### config.mk
export PLATFORM = sky130hd
export DESIGN_NAME = riscv_irq_ctrl_vec
export DESIGN_NICKNAME = d
export VERILOG_FILES = /design/src/rtl/riscv_irq_ctrl_vec.sv
export SDC_FILE = /design/constraint.sdc
export NUM_CORES = 1
export LEC_CHECK = 0
export CAP_MARGIN = 5
export CORE_ASPECT_RATIO = 1.5
export CORE_MARGIN = 1.5
export CORE_UTILIZATION = 31
export DETAILED_ROUTE_END_ITERATION = 6
export GPL_TIMING_DRIVEN = 1
export PLACE_DENSITY = 0.82
export SYNTH_ARGS = -nofsm -noshare
export SYNTH_HDL_FRONTEND = slang
export SYNTH_SLANG_ARGS = --single-unit
### constraint.sdc
create_clock -name clk_i -period 1.7 [get_ports clk_i]
set_input_delay 0.34 -clock clk_i [delete_from_list [all_inputs] [get_ports clk_i]]
set_output_delay 0.34 -clock clk_i [all_outputs]
set_load 0.02 [all_outputs]
### src/rtl/riscv_irq_ctrl_vec.sv
// Vectored interrupt controller: level/edge request capture, fixed-priority arbitration,
// single in-service tracking until mret with a one-hot return acknowledge.
module riscv_irq_ctrl_vec #(
    parameter int unsigned          NUM_IRQ    = 16,
    parameter logic [NUM_IRQ-1:0]   EDGE_MASK  = '0,
    parameter logic [31:0]          CAUSE_BASE = 32'h8000_0010,
    localparam int unsigned         ID_W       = (NUM_IRQ > 1) ? $clog2(NUM_IRQ) : 1
) (
    input  logic               clk_i,
    input  logic               rst_i,
    input  logic               exception_i,
    input  logic               global_en_i,
    input  logic [NUM_IRQ-1:0] irq_req_i,
    input  logic [NUM_IRQ-1:0] mie_i,
    input  logic               mret_i,
    output logic               irq_o,
    output logic [31:0]        irq_cause_o,
    output logic [ID_W-1:0]    irq_id_o,
    output logic [NUM_IRQ-1:0] irq_ret_o,
    output logic               busy_o
);

    typedef enum logic {
        IDLE,
        SERVICE
    } state_e;

    state_e             state_q, state_d;
    logic [ID_W-1:0]    id_q, id_d;
    logic [NUM_IRQ-1:0] req_q;
    logic [NUM_IRQ-1:0] pend_q, pend_d;

    logic [NUM_IRQ-1:0] eff_pend;
    logic [NUM_IRQ-1:0] cand;
    logic [NUM_IRQ-1:0] edge_set;
    logic [NUM_IRQ-1:0] take_clr;
    logic [ID_W-1:0]    winner;
    logic               take;

    // Edge lines use the latched bit, level lines are passed straight through.
    assign eff_pend = (pend_q & EDGE_MASK) | (irq_req_i & ~EDGE_MASK);
    assign cand     = eff_pend & mie_i;
    assign edge_set = irq_req_i & ~req_q & EDGE_MASK;

    // NOTE: every variable in an always_comb gets a default before any branch, so no latch is inferred.
    always_comb begin
        winner = '0;
        for (int i = NUM_IRQ - 1; i >= 0; i--) begin
            if (cand[i]) begin
                winner = ID_W'(i);
            end
        end
    end

    always_comb begin
        state_d   = state_q;
        id_d      = id_q;
        take      = 1'b0;
        irq_o     = 1'b0;
        busy_o    = 1'b0;
        irq_id_o  = '0;
        irq_ret_o = '0;

        unique case (state_q)
            IDLE: begin
                take     = global_en_i & ~exception_i & (|cand);
                irq_o    = take;
                irq_id_o = winner;
                if (take) begin
                    state_d = SERVICE;
                    id_d    = winner;
                end
            end
            SERVICE: begin
                busy_o   = 1'b1;
                irq_id_o = id_q;
                if (mret_i) begin
                    irq_ret_o = NUM_IRQ'(1) << id_q;
                    state_d   = IDLE;
                end
            end
            default: state_d = IDLE;
        endcase

        // Outputs must go quiet the instant reset asserts, not at the next edge.
        if (!rst_i) begin
            take      = 1'b0;
            irq_o     = 1'b0;
            busy_o    = 1'b0;
            irq_id_o  = '0;
            irq_ret_o = '0;
        end
    end

    assign irq_cause_o = CAUSE_BASE + 32'(irq_id_o);

    // A fresh edge on the same cycle as the take wins over the clear.
    assign take_clr = take ? (NUM_IRQ'(1) << winner) : '0;
    assign pend_d   = ((pend_q & ~take_clr) | edge_set) & EDGE_MASK;

    // NOTE: sequential state is updated with non-blocking assignments only, so all flops sample together.
    always_ff @(posedge clk_i or negedge rst_i) begin
        if (!rst_i) begin
            state_q <= IDLE;
            id_q    <= '0;
            req_q   <= '0;
            pend_q  <= '0;
        end else begin
            state_q <= state_d;
            id_q    <= id_d;
            req_q   <= irq_req_i;
            pend_q  <= pend_d;
        end
    end

endmodule

==> key figures, run 1 <==
Clock tree
  • Post-CTS Hold Buffers: 0
  • Maximum buffer depth of the clock tree: 2
  • Worst-path clk slew: about 0.040 ns
  • CTS Root Cell: clkbuf_8
  • Htree depth: 1
  • CTS sink cnt: 5
  • Clk Latency, worst-skew pair: 0.23 ns
  • CTS tree: built
  • Num CTS Buffers: 3

STA
  • Setup TNS Final: -1.62 ns
  • Hold Slack: 0.143 ns
  • Hold Fails Final Rpt: 0
  • Setup violations, final: 21
  • Fmax: 545 MHz
  • Final worst slack: -0.134 ns
  • Fin crit share: 1.08
  • Final slew viol count: 0
  • Post-layout minimum cycle time: 1.83 ns
  • Fin Clk Skew: just over 0.003 ns
  • RSZ-0062 raised after global routing: true

GRT
  • First-pass GRT wire length: just over 5000 um
  • GRT overflow: 0
  • Largest net degree at the start of global routing: 11
  • GRT Overall Usage: 0.188
  • Initial antenna violation count: 0
  • Vias in the first global route: 1,235

Placed design
  • Post-DP Area: 1680 um^2
  • Routability cong.: 0.773
  • Port-buffer cells: 62
  • Post-DP HPWL: 2430 um

Final layout
  • Area Growth Syn to Fin: 96.4%
  • Layout cells sized above 1: 0.628
  • Fillers: 260
  • Final Cell Area: roughly 1900 um^2
  • ANT cells: 0
  • Final #Nets: about 260
  • Utilization after layout: 0.651

Status
  • Failing checks: setup timing
  • Status: complete, but fails checks

Floorplan
  • Core area: 2940 um^2
  • Die Ht: 71.7 um
  • I/O pin cnt: 91
  • Chip width: 48.8 um
  • Initial Util: 0.331
  • Std cell rows: 24
  • DIE AREA: around 3500 um^2

Pwr
  • PwrDens: 557 nW/um^2
  • Max VDD drop: 0.337 mV
  • LEAKAGE: 0.965 nW
  • Final Power: between 1 and 1.5 mW

Synth
  • Synthesized cell area: 975 um^2
  • Post-synthesis instance total: 123
  • Sequential-to-total area share from yosys stat: 0.128
  • Synth Register Bits: 5
  • Synth warn: 0
  • Cell variety after synth: 39
  • Post-Syn Area per Cell: roughly 7.9 um^2

Setup path
  • CP Class: in -> out
  • CP Capture Type: output port
  • RR Startpoint: state_q
  • R2r worst-path depth: 5
  • Crit path launch type: input pin
  • Crit path DAT: roughly 1.5 ns
  • R2r setup slk: 0.22 ns
  • FF-to-FF End: id_q[2]
  • CP required: 1.36 ns
  • Critical-path maximum fanout: 3

Routing
  • Via count: roughly 1,200
  • Via/cell ratio: 4.70
  • Routed wire length per instance: roughly 13 um
  • 1st-pass router iterations: 4
  • Drt initial violations: 21
  • Post-detailed-routing wire length: around 3200 um
  • DRC viols: 0
  • Number of routed nets with antenna violations: 0

Job
  • Max Cap Viol: 0

Min path
  • Worst min-delay path class: in -> async
==> what timing repair did <==
action	4_1_cts	5_1_grt
gates resized for setup	285	41
setup buffers	14	2
endpoints found under the setup margin	29	26
endpoints found under the hold margin	0	0
pin swaps	32	19
==> per-layer routing <==
| layer | vias to the layer above | track usage | wire (um) |
|---|---|---|---|
| met5 | - | 0 | 0 |
| met4 | 0 | 0.0984 | 117 |
| met3 | 10 | 0.0375 | 216 |
| met2 | 70 | 0.403 | 1970 |
| met1 | 554 | 0.151 | 918 |
| li1 | 574 | - | - |
==> logic make-up (layout without fill, tap and decap cells) <==
logic type	count (synthesis)	count (layout)	share of synthesized area
AO/OA/AOI/OAI	31	31	0.297
multiplexers	2	2	0.0308
AND/OR/NAND/NOR	48	48	0.279
flip-flops	5	5	0.128
buffers and inverters	35	104	0.258
other	2	28	0.00771
==> Yosys cell counts, drive strengths merged <==
library cell / n / area, um^2
a21o: 1 / 7.51
a21oi: 4 / 20.0
a222oi: 1 / 10.0
a22o: 3 / 26.3
a22oi: 8 / 113
a31o: 1 / 8.76
a31oi: 2 / 12.5
a32o: 2 / 20.0
a32oi: 1 / 8.76
a41o: 1 / 10.0
and2: 3 / 20.0
and3: 1 / 6.26
buf: 32 / 240
clkbuf: 2 / 7.51
conb: 2 / 7.51
dfrtp: 5 / 125
inv: 1 / 3.75
mux2: 2 / 30.0
nand2: 11 / 41.3
nand2b: 4 / 25.0
nand3: 3 / 15.0
nand4: 2 / 18.8
nand4b: 1 / 23.8
nor2: 14 / 52.6
nor2b: 2 / 12.5
nor3: 4 / 25.0
nor3b: 2 / 20.0
o211ai: 1 / 7.51
o21a: 1 / 15.0
o21ai: 4 / 20.0
o21ba: 1 / 10.0
or3: 1 / 11.3
==> how the worst max path moves through the flow <==
stage / start / endpoint / slack (ns) / depth (start not counted)
after floorplan: state_q / irq_ret_o[4] / -0.07 / 4
after global placement: irq_req_i[7] / irq_cause_o[0] / -0.93 / 6
after detailed placement: irq_req_i[7] / irq_cause_o[0] / -0.96 / 6
after CTS: mie_i[14] / irq_cause_o[2] / -0.12 / 8
after global routing: irq_req_i[11] / irq_cause_o[1] / -0.22 / 8
final: irq_req_i[11] / irq_id_o[1] / -0.13 / 8
==> area by class of cell <==
type | count | area, um^2 | area share
timing repair buffer | 99 | 840 | 0.439
clock buffer | 4 | 45.0 | 0.0235
tap | 39 | 48.8 | 0.0255
inverter | 1 | 3.75 | 0.00196
sequential | 5 | 125 | 0.0654
multi-input combinational | 109 | 852 | 0.445
==> cells in the final DEF (no fill, tap or decap), types with 4 or more instances in the layout <==
cell type / netlist / layout
buf_4: 32 / 39
buf_6: 0 / 33
conb_1: 2 / 28
buf_2: 0 / 18
nand2_1: 11 / 7
nor2_4: 0 / 7
a22oi_2: 5 / 5
dfrtp_1: 5 / 5
nand2b_1: 4 / 4
nor3_2: 1 / 4
nor2_2: 0 / 4
dlygate4sd2_1: 0 / 4
==> flip-flops by register name, indices dropped and copies added (netlist names) <==
register / count
id_q: 4
state_q: 1
==> per-stage QoR <==
stage,std cells,worst slack [ns]
2_1_floorplan,149,-0.0653
3_3_place_gp,239,-0.926
3_5_place_dp,239,-0.959
4_1_cts,255,-0.122
5_1_grt,257,-0.219
6_report,257,-0.134
==> worst max-delay path, cell delays in order <==
cell,delay [ns]
buf_8,0.10
buf_6,0.10
a22oi_4,0.22
o211ai_1,0.12
nand3_1,0.11
nand2_2,0.07
a32o_2,0.29
buf_6,0.13
==> power breakdown <==
group	internal (mW)	switching (mW)
logic	0.321	0.333
registers	0.145	0.0324
clock network	0.162	0.0733
total	0.628	0.438
Power figures use the tool's default switching activity.
==> run 2, diff against run 1 <==
==> constraint.sdc (replaced) <==
create_clock -name clk_i -period 1.8 [get_ports clk_i]
set_input_delay 0.36 -clock clk_i [delete_from_list [all_inputs] [get_ports clk_i]]
set_output_delay 0.36 -clock clk_i [all_outputs]
set_load 0.02 [all_outputs]
==> run 2 against run 1 <==
  * The flow still finishes with violations (setup timing)
  * Clock skew down 0.0021 ns
  * Critical endpoint is now irq_cause_o[1]
  * Clock power fell by 6%
  * Design area down 1.8%
  * Largest cell class unchanged
  * Via count shrank 0.83%
  * Setup slack improved by 0.0091 ns
  * Combinational power decreased by 9.3%
  * Sequential share of layout area rose by 0.12 points
==> key figures, run 2 (same netlist as run 1, synthesis figures left out) <==
Clock tree
  • CTS sink cnt: 5 (unchanged)
  • Maximum buffer depth of the clock tree: 2 (unchanged)
  • Worst-path clk slew: 0.04 ns (about the same)
  • Num CTS Buffers: 3 (unchanged)
  • CTS Root Cell: clkbuf_8
  • CTS tree: built
  • Post-CTS Hold Buffers: 0 (unchanged)
  • Clk Latency, worst-skew pair: 0.23 ns (about the same)
  • Htree depth: 1 (unchanged)

Placed design
  • Routability cong.: 0.756 (-2.2%)
  • Post-DP HPWL: 2450 um (+0.92%)
  • Port-buffer cells: 62 (unchanged)

GRT
  • GRT Overall Usage: 0.188 (+0.000435)
  • Vias in the first global route: 1,206 (-2.3%)
  • Largest net degree at the start of global routing: 9 (-2)
  • First-pass GRT wire length: 5050 um (-2.5%)
  • GRT overflow: 0 (unchanged)
  • Initial antenna violation count: 0 (unchanged)

STA
  • Post-layout minimum cycle time: 1.92 ns
  • RSZ-0062 raised after global routing: true
  • Setup violations, final: 12 (-43%)
  • Hold Fails Final Rpt: 0 (unchanged)
  • Fin Clk Skew: 0.000894 ns (-0.00212 ns)
  • Final slew viol count: 0 (unchanged)
  • Fin crit share: 1.07
  • Final worst slack: -0.125 ns (+0.00914 ns)
  • Setup TNS Final: -0.550 ns (+1.07 ns)
  • Fmax: 519 MHz

Setup path
  • CP Capture Type: output port
  • Crit-path cells: buf_6 > buf_6 > a22oi_4 > o211ai_1 > nand3_1 > nand2_1 > a32o_2 > buf_6
  • FF-to-FF End: id_q[1]
  • CP required: 1.44 ns (+0.08 ns)
  • R2r setup slk: 0.28 ns (+0.06 ns)
  • Slowest cell on the critical path: a32o_2
  • Critical-path maximum fanout: 3 (unchanged)
  • Crit path DAT: 1.56 ns (+0.07 ns)
  • CP Buf/Inv Count: 3 (unchanged)
  • Critical path's largest stage delay: 0.30 ns (about the same)
  • Delay-heaviest family, CP: compound AO/OA/AOI/OAI gates
  • RR Startpoint: state_q
  • CP Class: in -> out
  • Most Frequent Cell on Critical Path: buf_6
  • CP Launch Point: mie_i[11]
  • Crit. path cell count: 8 (unchanged)
  • Crit path launch type: input pin
  • Setup crit end: irq_cause_o[1]
  • R2r worst-path depth: 6 (+1)

Final layout
  • ANT cells: 0 (unchanged)
  • Utilization after layout: 0.639 (-0.0119)
  • Most frequent cells in the layout: buf_4, buf_6, conb_1
  • Most common cell after layout, fill and taps aside: buf_4
  • Layout cells sized above 1: 0.645 (+0.0164)
  • Final #Nets: 252 (-1.6%)
  • Regs by FF count: id_q x4, state_q x1
  • Largest register FFs: 4 (unchanged)
  • Area Growth Syn to Fin: 92.8%
  • Largest Register: id_q

Routing
  • 1st-pass router iterations: 4 (unchanged)
  • DRC viols: 0 (unchanged)
  • Via/cell ratio: 4.74 (+0.74%)
  • Drt initial violations: 16 (-24%)
  • Routed wire length per instance: 13.3 um (+6.3%)
  • Via count: 1,198 (-0.83%)
  • Post-detailed-routing wire length: 3380 um (+4.7%)
  • Number of routed nets with antenna violations: 0 (unchanged)

Pwr
  • Max VDD drop: 0.308 mV (-8.6%)
  • LEAKAGE: 0.966 nW (+0.15%)
  • PwrDens: 524 nW/um^2 (-6.0%)

Floorplan
  • Chip width: 48.8 um (unchanged)
  • Std cell rows: 24 (unchanged)
  • Initial Util: 0.331 (unchanged)
  • I/O pin cnt: 91 (unchanged)
  • Core area: 2940 um^2 (unchanged)
  • DIE AREA: 3500 um^2 (unchanged)
  • Die Ht: 71.7 um (unchanged)

Min path
  • Worst min-delay path class: in -> async

Status
  • Failing checks: setup timing
  • Status: complete, but fails checks

Job
  • Max Cap Viol: 0 (unchanged)
## run 2: through the flow
stage               area, um^2  instances  hold WS (ns)  worst slack, ns  total power, mW
floorplan                 1080        149        0.0644          -0.0623            0.474
global placement          1680        239         0.634           -0.870            0.667
detailed placement        1680        239         0.666           -0.899            0.676
CTS                       1700        248         0.269          -0.0961            0.924
global route              1880        253         0.305           -0.212             1.04
finish                    1880        253         0.293           -0.125            0.984
## run 2: power breakdown
group | leakage (nW) | total (mW) | internal (mW) | switching, mW
Combinational | 0.881 | 0.592 | 0.283 | 0.309
Sequential | 0.0624 | 0.171 | 0.137 | 0.0335
Clock | 0.0228 | 0.221 | 0.153 | 0.0678
## run 2: worst min-delay path by stage
stage / end / cells past startpoint / slack (ns)
4_1_cts: state_q / 3 / 0.27
6_report: state_q / 3 / 0.29
2_1_floorplan: id_q[0] / 0 / 0.06
3_5_place_dp: id_q[3] / 2 / 0.67
5_1_grt: id_q[3] / 3 / 0.30
3_3_place_gp: id_q[3] / 3 / 0.63
## run 2: timing repair
item | 4_1_cts | 5_1_grt
pin swaps | 32 | 15
setup buffers | 5 | 5
cloned | 0 | 0
resized for setup | 283 | 42
hold endpoints to repair | 0 | 0
setup endpoints to repair | 29 | 25
## run 2: worst min-delay path, delay by kind of cell
kind / cells / cell delay, ns
buf+inv: 3 / 0.48
## run 2: final cells by class
cell class | instances | area, um^2
fillers | 260 | 1060
multi-input cells | 109 | 857
repair buffers | 95 | 800
flip-flops and latches | 5 | 125
well taps | 39 | 48.8
clock buffers | 4 | 45.0
inverters | 1 | 3.75
## run 2: routing by layer
| metal | global-route usage | vias to the layer above | part of all wire |
|---|---|---|---|
| met3 | 0.0396 | 5 | 0.073 |
| met1 | 0.153 | 556 | 0.29 |
| met4 | 0.0952 | 0 | 0.019 |
| li1 | - | 566 | - |
| met5 | 0 | - | 0 |
| met2 | 0.403 | 71 | 0.62 |
